### src/rtl/fifo_pkt_framer.sv
// Packet framer that drains a first-word-fall-through FIFO into a valid/ready stream.
// Words are grouped into packets of pkt_len beats; a stalled packet is closed with a pad beat.
module fifo_pkt_framer #(
  parameter int                    DATA_WIDTH    = 8,
  parameter int                    LEN_WIDTH     = 8,
  parameter int                    TIMEOUT_WIDTH = 16,
  parameter logic [DATA_WIDTH-1:0] PAD_VALUE     = '0
) (
  input  logic                     clk,
  input  logic                     rst,
  input  logic [DATA_WIDTH-1:0]    fifo_dout,
  input  logic                     fifo_empty,
  output logic                     fifo_rd_en,
  input  logic [LEN_WIDTH-1:0]     pkt_len,
  input  logic [TIMEOUT_WIDTH-1:0] timeout,
  output logic [DATA_WIDTH-1:0]    m_data,
  output logic                     m_valid,
  input  logic                     m_ready,
  output logic                     m_last,
  output logic                     m_pad,
  output logic                     busy,
  output logic [15:0]              pkt_cnt
);

  typedef enum logic {IDLE, SEND} state_e;

  localparam logic [LEN_WIDTH-1:0] LEN_ONE = LEN_WIDTH'(1);

  state_e                   state_q, state_d;
  logic [LEN_WIDTH-1:0]     len_q, len_d;
  logic [LEN_WIDTH-1:0]     beat_q, beat_d;
  logic [TIMEOUT_WIDTH-1:0] idle_q, idle_d;
  logic                     pad_pending_q, pad_pending_d;
  logic [DATA_WIDTH-1:0]    data_q, data_d;
  logic                     valid_q, valid_d;
  logic                     last_q, last_d;
  logic                     pad_q, pad_d;
  logic [15:0]              pkt_cnt_q, pkt_cnt_d;

  logic                     out_free;
  logic                     timeout_hit;
  logic                     pad_pending;
  logic                     pop;
  logic                     pad_load;
  logic [LEN_WIDTH-1:0]     len_eff;

  // The pending flag is sticky so a pad is not lost if the idle counter moves on during a stall.
  assign out_free    = ~valid_q | m_ready;
  assign timeout_hit = (state_q == SEND) && (timeout != '0) && (idle_q == timeout);
  assign pad_pending = pad_pending_q | timeout_hit;
  assign pop         = ~rst & ~fifo_empty & out_free & ~pad_pending;
  assign pad_load    = pad_pending & out_free;
  assign len_eff     = (pkt_len == '0) ? LEN_ONE : pkt_len;

  assign fifo_rd_en = pop;
  assign m_data     = data_q;
  assign m_valid    = valid_q;
  assign m_last     = last_q;
  assign m_pad      = pad_q;
  assign busy       = (state_q == SEND);
  assign pkt_cnt    = pkt_cnt_q;

  always_comb begin
    state_d       = state_q;
    len_d         = len_q;
    beat_d        = beat_q;
    idle_d        = idle_q;
    pad_pending_d = pad_pending;
    data_d        = data_q;
    valid_d       = valid_q;
    last_d        = last_q;
    pad_d         = pad_q;
    pkt_cnt_d     = pkt_cnt_q;

    if (valid_q && m_ready && last_q) begin
      pkt_cnt_d = pkt_cnt_q + 16'd1;
    end

    if (valid_q && m_ready) begin
      valid_d = 1'b0;
    end

    // A pad always takes priority over a word that shows up in the same cycle.
    if (pad_load) begin
      data_d        = PAD_VALUE;
      valid_d       = 1'b1;
      last_d        = 1'b1;
      pad_d         = 1'b1;
      state_d       = IDLE;
      pad_pending_d = 1'b0;
      beat_d        = '0;
    end else if (pop) begin
      data_d  = fifo_dout;
      valid_d = 1'b1;
      pad_d   = 1'b0;
      idle_d  = '0;
      case (state_q)
        IDLE: begin
          len_d  = len_eff;
          beat_d = LEN_ONE;
          if (len_eff == LEN_ONE) begin
            last_d  = 1'b1;
            state_d = IDLE;
          end else begin
            last_d  = 1'b0;
            state_d = SEND;
          end
        end
        SEND: begin
          beat_d = beat_q + LEN_ONE;
          if (beat_q == len_q - LEN_ONE) begin
            last_d  = 1'b1;
            state_d = IDLE;
          end else begin
            last_d  = 1'b0;
            state_d = SEND;
          end
        end
        default: state_d = IDLE;
      endcase
    end else if ((state_q == SEND) && fifo_empty && (idle_q != '1)) begin
      idle_d = idle_q + TIMEOUT_WIDTH'(1);
    end
  end

  always_ff @(posedge clk or posedge rst) begin
    if (rst) begin
      state_q       <= IDLE;
      len_q         <= '0;
      beat_q        <= '0;
      idle_q        <= '0;
      pad_pending_q <= 1'b0;
      data_q        <= '0;
      valid_q       <= 1'b0;
      last_q        <= 1'b0;
      pad_q         <= 1'b0;
      pkt_cnt_q     <= '0;
    end else begin
      state_q       <= state_d;
      len_q         <= len_d;
      beat_q        <= beat_d;
      idle_q        <= idle_d;
      pad_pending_q <= pad_pending_d;
      data_q        <= data_d;
      valid_q       <= valid_d;
      last_q        <= last_d;
      pad_q         <= pad_d;
      pkt_cnt_q     <= pkt_cnt_d;
    end
  end

endmodule

### config.mk
export PLATFORM = sky130hd
export DESIGN_NAME = fifo_pkt_framer
export DESIGN_NICKNAME = d
export VERILOG_FILES = /design/src/rtl/fifo_pkt_framer.sv
export SDC_FILE = /design/constraint.sdc
export NUM_CORES = 1
export LEC_CHECK = 0
export CAP_MARGIN = 20
export CORE_MARGIN = 2
export CORE_UTILIZATION = 40
export CTS_CLUSTER_SIZE = 20
export DETAILED_ROUTE_END_ITERATION = 10
export DONT_BUFFER_PORTS = 1
export GPL_ROUTABILITY_DRIVEN = 0
export GPL_TIMING_DRIVEN = 1
export SETUP_SLACK_MARGIN = 0.1
export SYNTH_ARGS = -nofsm -noshare
export SYNTH_HDL_FRONTEND = slang
export SYNTH_SLANG_ARGS = --single-unit
### constraint.sdc
create_clock -name clk -period 2.5 [get_ports clk]
set_clock_uncertainty 0.1 [all_clocks]
set_input_delay 0.25 -clock clk [delete_from_list [all_inputs] [get_ports clk]]
set_output_delay 0.25 -clock clk [all_outputs]
set_load 0.03 [all_outputs]
# --- Word level (Yosys, flattened, before mapping) ---
# Index checks and enable logic that the tools add are counted.
# Widths: inputs -> output; s select.
op_classes:
  bitwise: 12
  order_cmp: 0
  mux: 24
  addsub: 4
  reduce_logical: 13
  n_mul: 0
  n_eq_ne: 4
  shift: 0
  div: 0
ops:
  columns: ["operator", "n"]
  rows:
  - ["$mux 8", 5]
  - ["$add 16x1->16 const B", 2]
  - ["$mux 16", 2]
  - ["$eq 16x16->1", 1]
  - ["$ne 16x16->1 const B", 1]
  - ["$pmux 8 s2", 1]
  - ["$reduce_bool 16->1", 1]
  - ["$mux 1", 14]
  - ["$add 8x1->8 const B", 1]
  - ["$eq 8x1->1 const B", 1]
  - ["$eq 8x8->1", 1]
  - ["$logic_not 8->1", 1]
  - ["$sub 8x1->8 const B", 1]
  - ["$logic_and 1x1->1", 6]
  - ["$not 1->1", 6]
  - ["$and 1x1->1", 4]
  - ["$pmux 1 s2", 2]
  - ["$reduce_bool 2->1", 2]
  - ["$reduce_and 3->1", 1]
  - ["$reduce_bool 3->1", 1]
  - ["$or 1x1->1", 2]
  - ["$reduce_and 2->1", 1]
totals:
  out_inout_bits: 29
  input_bits: 36
  mem_bits_rw: 0
  mem_count: 0
  latch_bits: 0
  wordCells: 67
  register_bits: 61
  romBits: 0

# --- Longest topological paths before layout ---
logic_depth:
  depth_word: 8
  mapped_depth: 8
  depth_no_buf: 8

# --- Worst setup path after synthesis ---
# OpenSTA, ideal clock, no wires.
synth_path:
  kind: "flip-flop to flip-flop"
  startpoint: "register idle_q[3]"
  endpoint: "register len_q[1]"
  path_buffers: 1
  setup_time_ps: 125
  synth_period_minus_slack_ps: 2049
  arrival_ps: 1823
  slack_ps: 451
  required_time_ps: 2275
  path_stages_with_launch: 8
  cell_sequence: "dfrtp_1 xnor2_1 nand4_1 nor4_4 a211oi_2 nor2b_1 buf_6 mux2_4"
synth_via:
  elab_chain_cells: 6
  word_cells_on_any_way: 8
  cone_classes: "eq/ne (1); bitwise (5); reduce/logical (2)"
synth_rtl:
  columns: ["item", "line_no", "rtl"]
  rows:
  - ["from (decl)", "32", "logic [TIMEOUT_WIDTH-1:0] idle_q, idle_d;"]
  - ["from (signal assigned)", "142", "idle_q <= idle_d;"]
  - ["$eq 16x16->1 (*)", "49", "assign timeout_hit = (state_q == SEND) && (timeout != '0) && (idle_q == timeout);"]
  - ["$logic_and 1x1->1 (*)", "49", null]
  - ["$or 1x1->1 (*)", "50", "assign pad_pending = pad_pending_q | timeout_hit;"]
  - ["$and 1x1->1 / $not 1->1 (equally long branches)", "52, 51", null]
  - ["$not 1->1 (no line) / $and 1x1->1 (equally long branches)", null, null]
  - ["$reduce_and 3->1 (no line) (*)", null, null]
  - ["to (signal assigned)", "140", "len_q <= len_d;"]
  - ["to (decl)", "30", "logic [LEN_WIDTH-1:0] len_q, len_d;"]
# Mark *: on every way between the ends. The rest lies on a longest branch, timed or not.
# A chain may end at the register's enable or synchronous reset.

# --- Worst setup path in the final report ---
layout_path:
  startpoint: "register idle_q[2]"
  endpoint: "register len_q[4]"
# Same word-level chain as after synthesis.

==> impl_metrics.ini <==
[run_status]
status = finished clean

[global_route]
grt_pass1_vias = 2581
grt_pass1_wl_um = 12600
grt_usage_pct = 18.2
grt-ovfl-total = 0
grt_max_degree = 41
grt.busiest_layer = met2
antenna_found_initial = 0
met2_usage_pct = 28.0
use_met1_pct = 23.8
met3_usage_pct = 5.72

[power]
p_sw_w = 0.000963
p_total_w = 0.00292
p_int_w = 0.00196
peakVddDrop_mv = 0.298
p_comb_share_pct = 19.0
seqPwrFrac_pct = 48.8
powerDensity_nw_per_um2 = 730
p_leak_nw = 1.65
netSwitchingFraction_pct = 33.0
power_frac_clock_pct = 32.2

[detailed_routing]
drtPass1Iterations = 4
drt_iter0_drc = 169
ant_nets = 0
wl_per_cell_um = 16.6
via_per_inst = 5.63
drt-total-wl_um = 7910
vias = 2678
drcViolationCount = 0

[timing]
max-slew-margin-rel_pct = 60.5
setup_tns_ns = 0
max_freq_mhz = 436
finalCritPeriodShare_pct = 91.6
setup_ws_ns = 0.209
maxSlewViolCount = 0
rsz0062_at_grt = false
final_hold_viol_count = 0
period_needed_ns = 2.29
tightest_slew_ns = 0.592
finalSetupViolCount = 0

[critical_path]
critPathLaunch = idle_q[2]
required_ns = 2.63
crit_type = reg -> reg
worstPathArrival_ns = 2.42
end_kind = register
r2r_slack_ns = 0.21
worstReg2RegStart = idle_q[2]
worstSetupStartpointType = register
cp_max_fo = 8

[floorplan]
dieHeight_um = 95.9
top_level_ports = 65
chipWidth_um = 95.9
start_util_pct = 41.1
num_rows = 33
dieArea_um2 = 9190
coreArea_um2 = 8220

[placed_design]
dpl.hpwl_um = 5660
postPlaceCellArea_um2 = 3580
dp_slack_ns = -0.0971
placed_cells = 442
port_buffers = 0

[clock_tree]
htreeDepth = 3
clockRootBuffer = clkbuf_8
clk_path_buf_depth = 2
cts_tree = yes
cts.sinks = 61
clk_latency_ns = 0.34
numCtsBuffers = 9
cts.clk_slew.worst_paths_ns = 0.07

[finish]
fin_area_um2 = 4000
fillCellCount = 759
diodes = 0
regArea_um2 = 1530
drive_gt1_share_pct = 14.6
area_delta_synth_final_pct = 18.5
fin_cells = 476
multi_input_area_um2 = 1780
fin_nets = 407

[synthesis]
synth_top_cell_by_area = dfrtp_1
avgSynthCellArea_um2 = 10.1
ys_warn_count = 0
netlist_area_um2 = 3380
synth_nets = 373
netlist_top_cells_area = dfrtp_1 45%, xnor2_1 9.1%, nand3_1 3.3%, mux2_4 3.1%, nand2_1 2.6%
synthSimpleGateAreaFrac_pct = 22.2
synth_edf_count = 0
synth-async-reset-ratio_pct = 100
synth_top_family_by_area = simple AND/OR/NAND/NOR gates
ys_seq_elements = 61
ys_seq_area_share_pct = 45.2
synth_top_area_share_pct = 45.2
ys_types = 52
synthMuxAreaShare_pct = 5.34
synth_xor_area_share_pct = 11.4
synth-compound-area-share_pct = 11.6
synthAdderAreaFrac_pct = 1.48
synth-main-ff-cell = dfrtp_1
synthCells = 333

[job]
drv_cap = 0

[hold_path]
min_path_type = in -> reg
hold_path.startpoint = pkt_len[6]
-- synthesized netlist by cell type, types with 2 or more instances --
cell,number
dfrtp_1,61
xnor2_1,35
nand2_1,23
nand3_1,22
nor2_1,21
a21oi_1,16
nand4_1,12
a22o_1,9
inv_1,9
nor3_1,9
xor2_1,9
nor4_1,8
o21ai_0,8
mux2_4,7
buf_2,6
nand3b_1,6
or3_1,6
nand2b_1,5
and3_1,4
and4_1,4
ha_1,4
mux2_2,4
nor2b_1,4
clkbuf_1,3
mux2i_1,3
nor4b_1,3
o31ai_1,3
a21bo_2,2
a31o_1,2
and2_1,2
o2111ai_1,2
-- cell type report --
cell class / count / area share (%)
multi-input cells: 252 / 44.6
clock inverters: 3 / 1.09
well taps: 105 / 3.28
clock buffers: 12 / 4.13
inverters: 9 / 0.844
repair buffers: 34 / 7.91
flip-flops and latches: 61 / 38.1
-- power by group through the flow --
stage	sequential, W	combinational, W	clock (W)
3_3_place_gp	0.00144	0.000515	0
3_5_place_dp	0.00144	0.000532	0
4_1_cts	0.00143	0.000556	0.000964
2_1_floorplan	0.00139	0.000439	0
6_report	0.00143	0.000554	0.000940
5_1_grt	0.00145	0.000628	0.00102
-- flip-flops by register name, indices dropped and copies added, names as in the netlist --
| register | flops |
|---|---|
| len_q | 8 |
| beat_q | 8 |
| m_pad | 1 |
| m_data | 8 |
| m_valid | 1 |
| pkt_cnt | 16 |
| idle_q | 16 |
| busy | 1 |
| pad_pending_q | 1 |
| m_last | 1 |
-- cell families (layout without fill, tap and decap cells) --
family,Yosys count,count (layout)
fa+ha+maj,4,4
simple gates,135,135
buf+inv,20,58
xor+xnor,44,44
flops,61,61
mux,14,14
compound gates,55,55
-- cells in the final DEF (no fill, tap or decap), drive strengths merged, types with 10 or more instances in the layout --
master,synthesis,final
nor3,10,10
dfrtp,61,61
nand3,22,22
clkbuf,3,12
nand4,12,12
nand2,23,23
xnor2,35,35
nor2,21,21
dlygate4sd3,0,18
mux2,11,11
a21oi,16,16
buf,8,16
-- worst max-delay path, cell delays in order (launching register included) --
cell      delay (ns)
dfrtp_1         0.46
xnor2_2         0.18
nand4_1         0.16
nor4_4          0.07
buf_4           0.16
a211oi_4        0.29
nor2b_1         0.22
buf_4           0.22
mux2_4          0.31
-- stage by stage --
| stage | utilization [%] | hold WS [ns] |
|---|---|---|
| after global placement | 43.6 | 0.0856 |
| after detailed placement | 43.6 | 0.0923 |
| after global routing | 48.7 | 0.0981 |
| after CTS | 48.3 | 0.0807 |
| after floorplan | - | 0.290 |
| final | 48.7 | 0.0928 |
-- routing by layer --
layer,up-vias,wire [um]
met3,10,454
met2,80,3740
met1,1312,3560
met5,-,0
met4,0,156
li1,1276,-
-- path summary, 6_finish.rpt --
path / end / cells after the start
min in group asynchronous: len_q[0] / 2
hold reg to reg: beat_q[7] / 1
max in group asynchronous: idle_q[2] / 3
setup / recovery: len_q[4] / 8
hold / removal: len_q[0] / 3
setup reg to reg: len_q[4] / 8
-- what timing repair did --
action,CTS,global route
buffers inserted,0,1
gates resized for setup,0,5
pin swaps,1,1
setup endpoints to repair,15,31
hold buffers,18,0
endpoints found under the hold margin,38,0
Note: power is estimated with default switching activity, not from simulation.
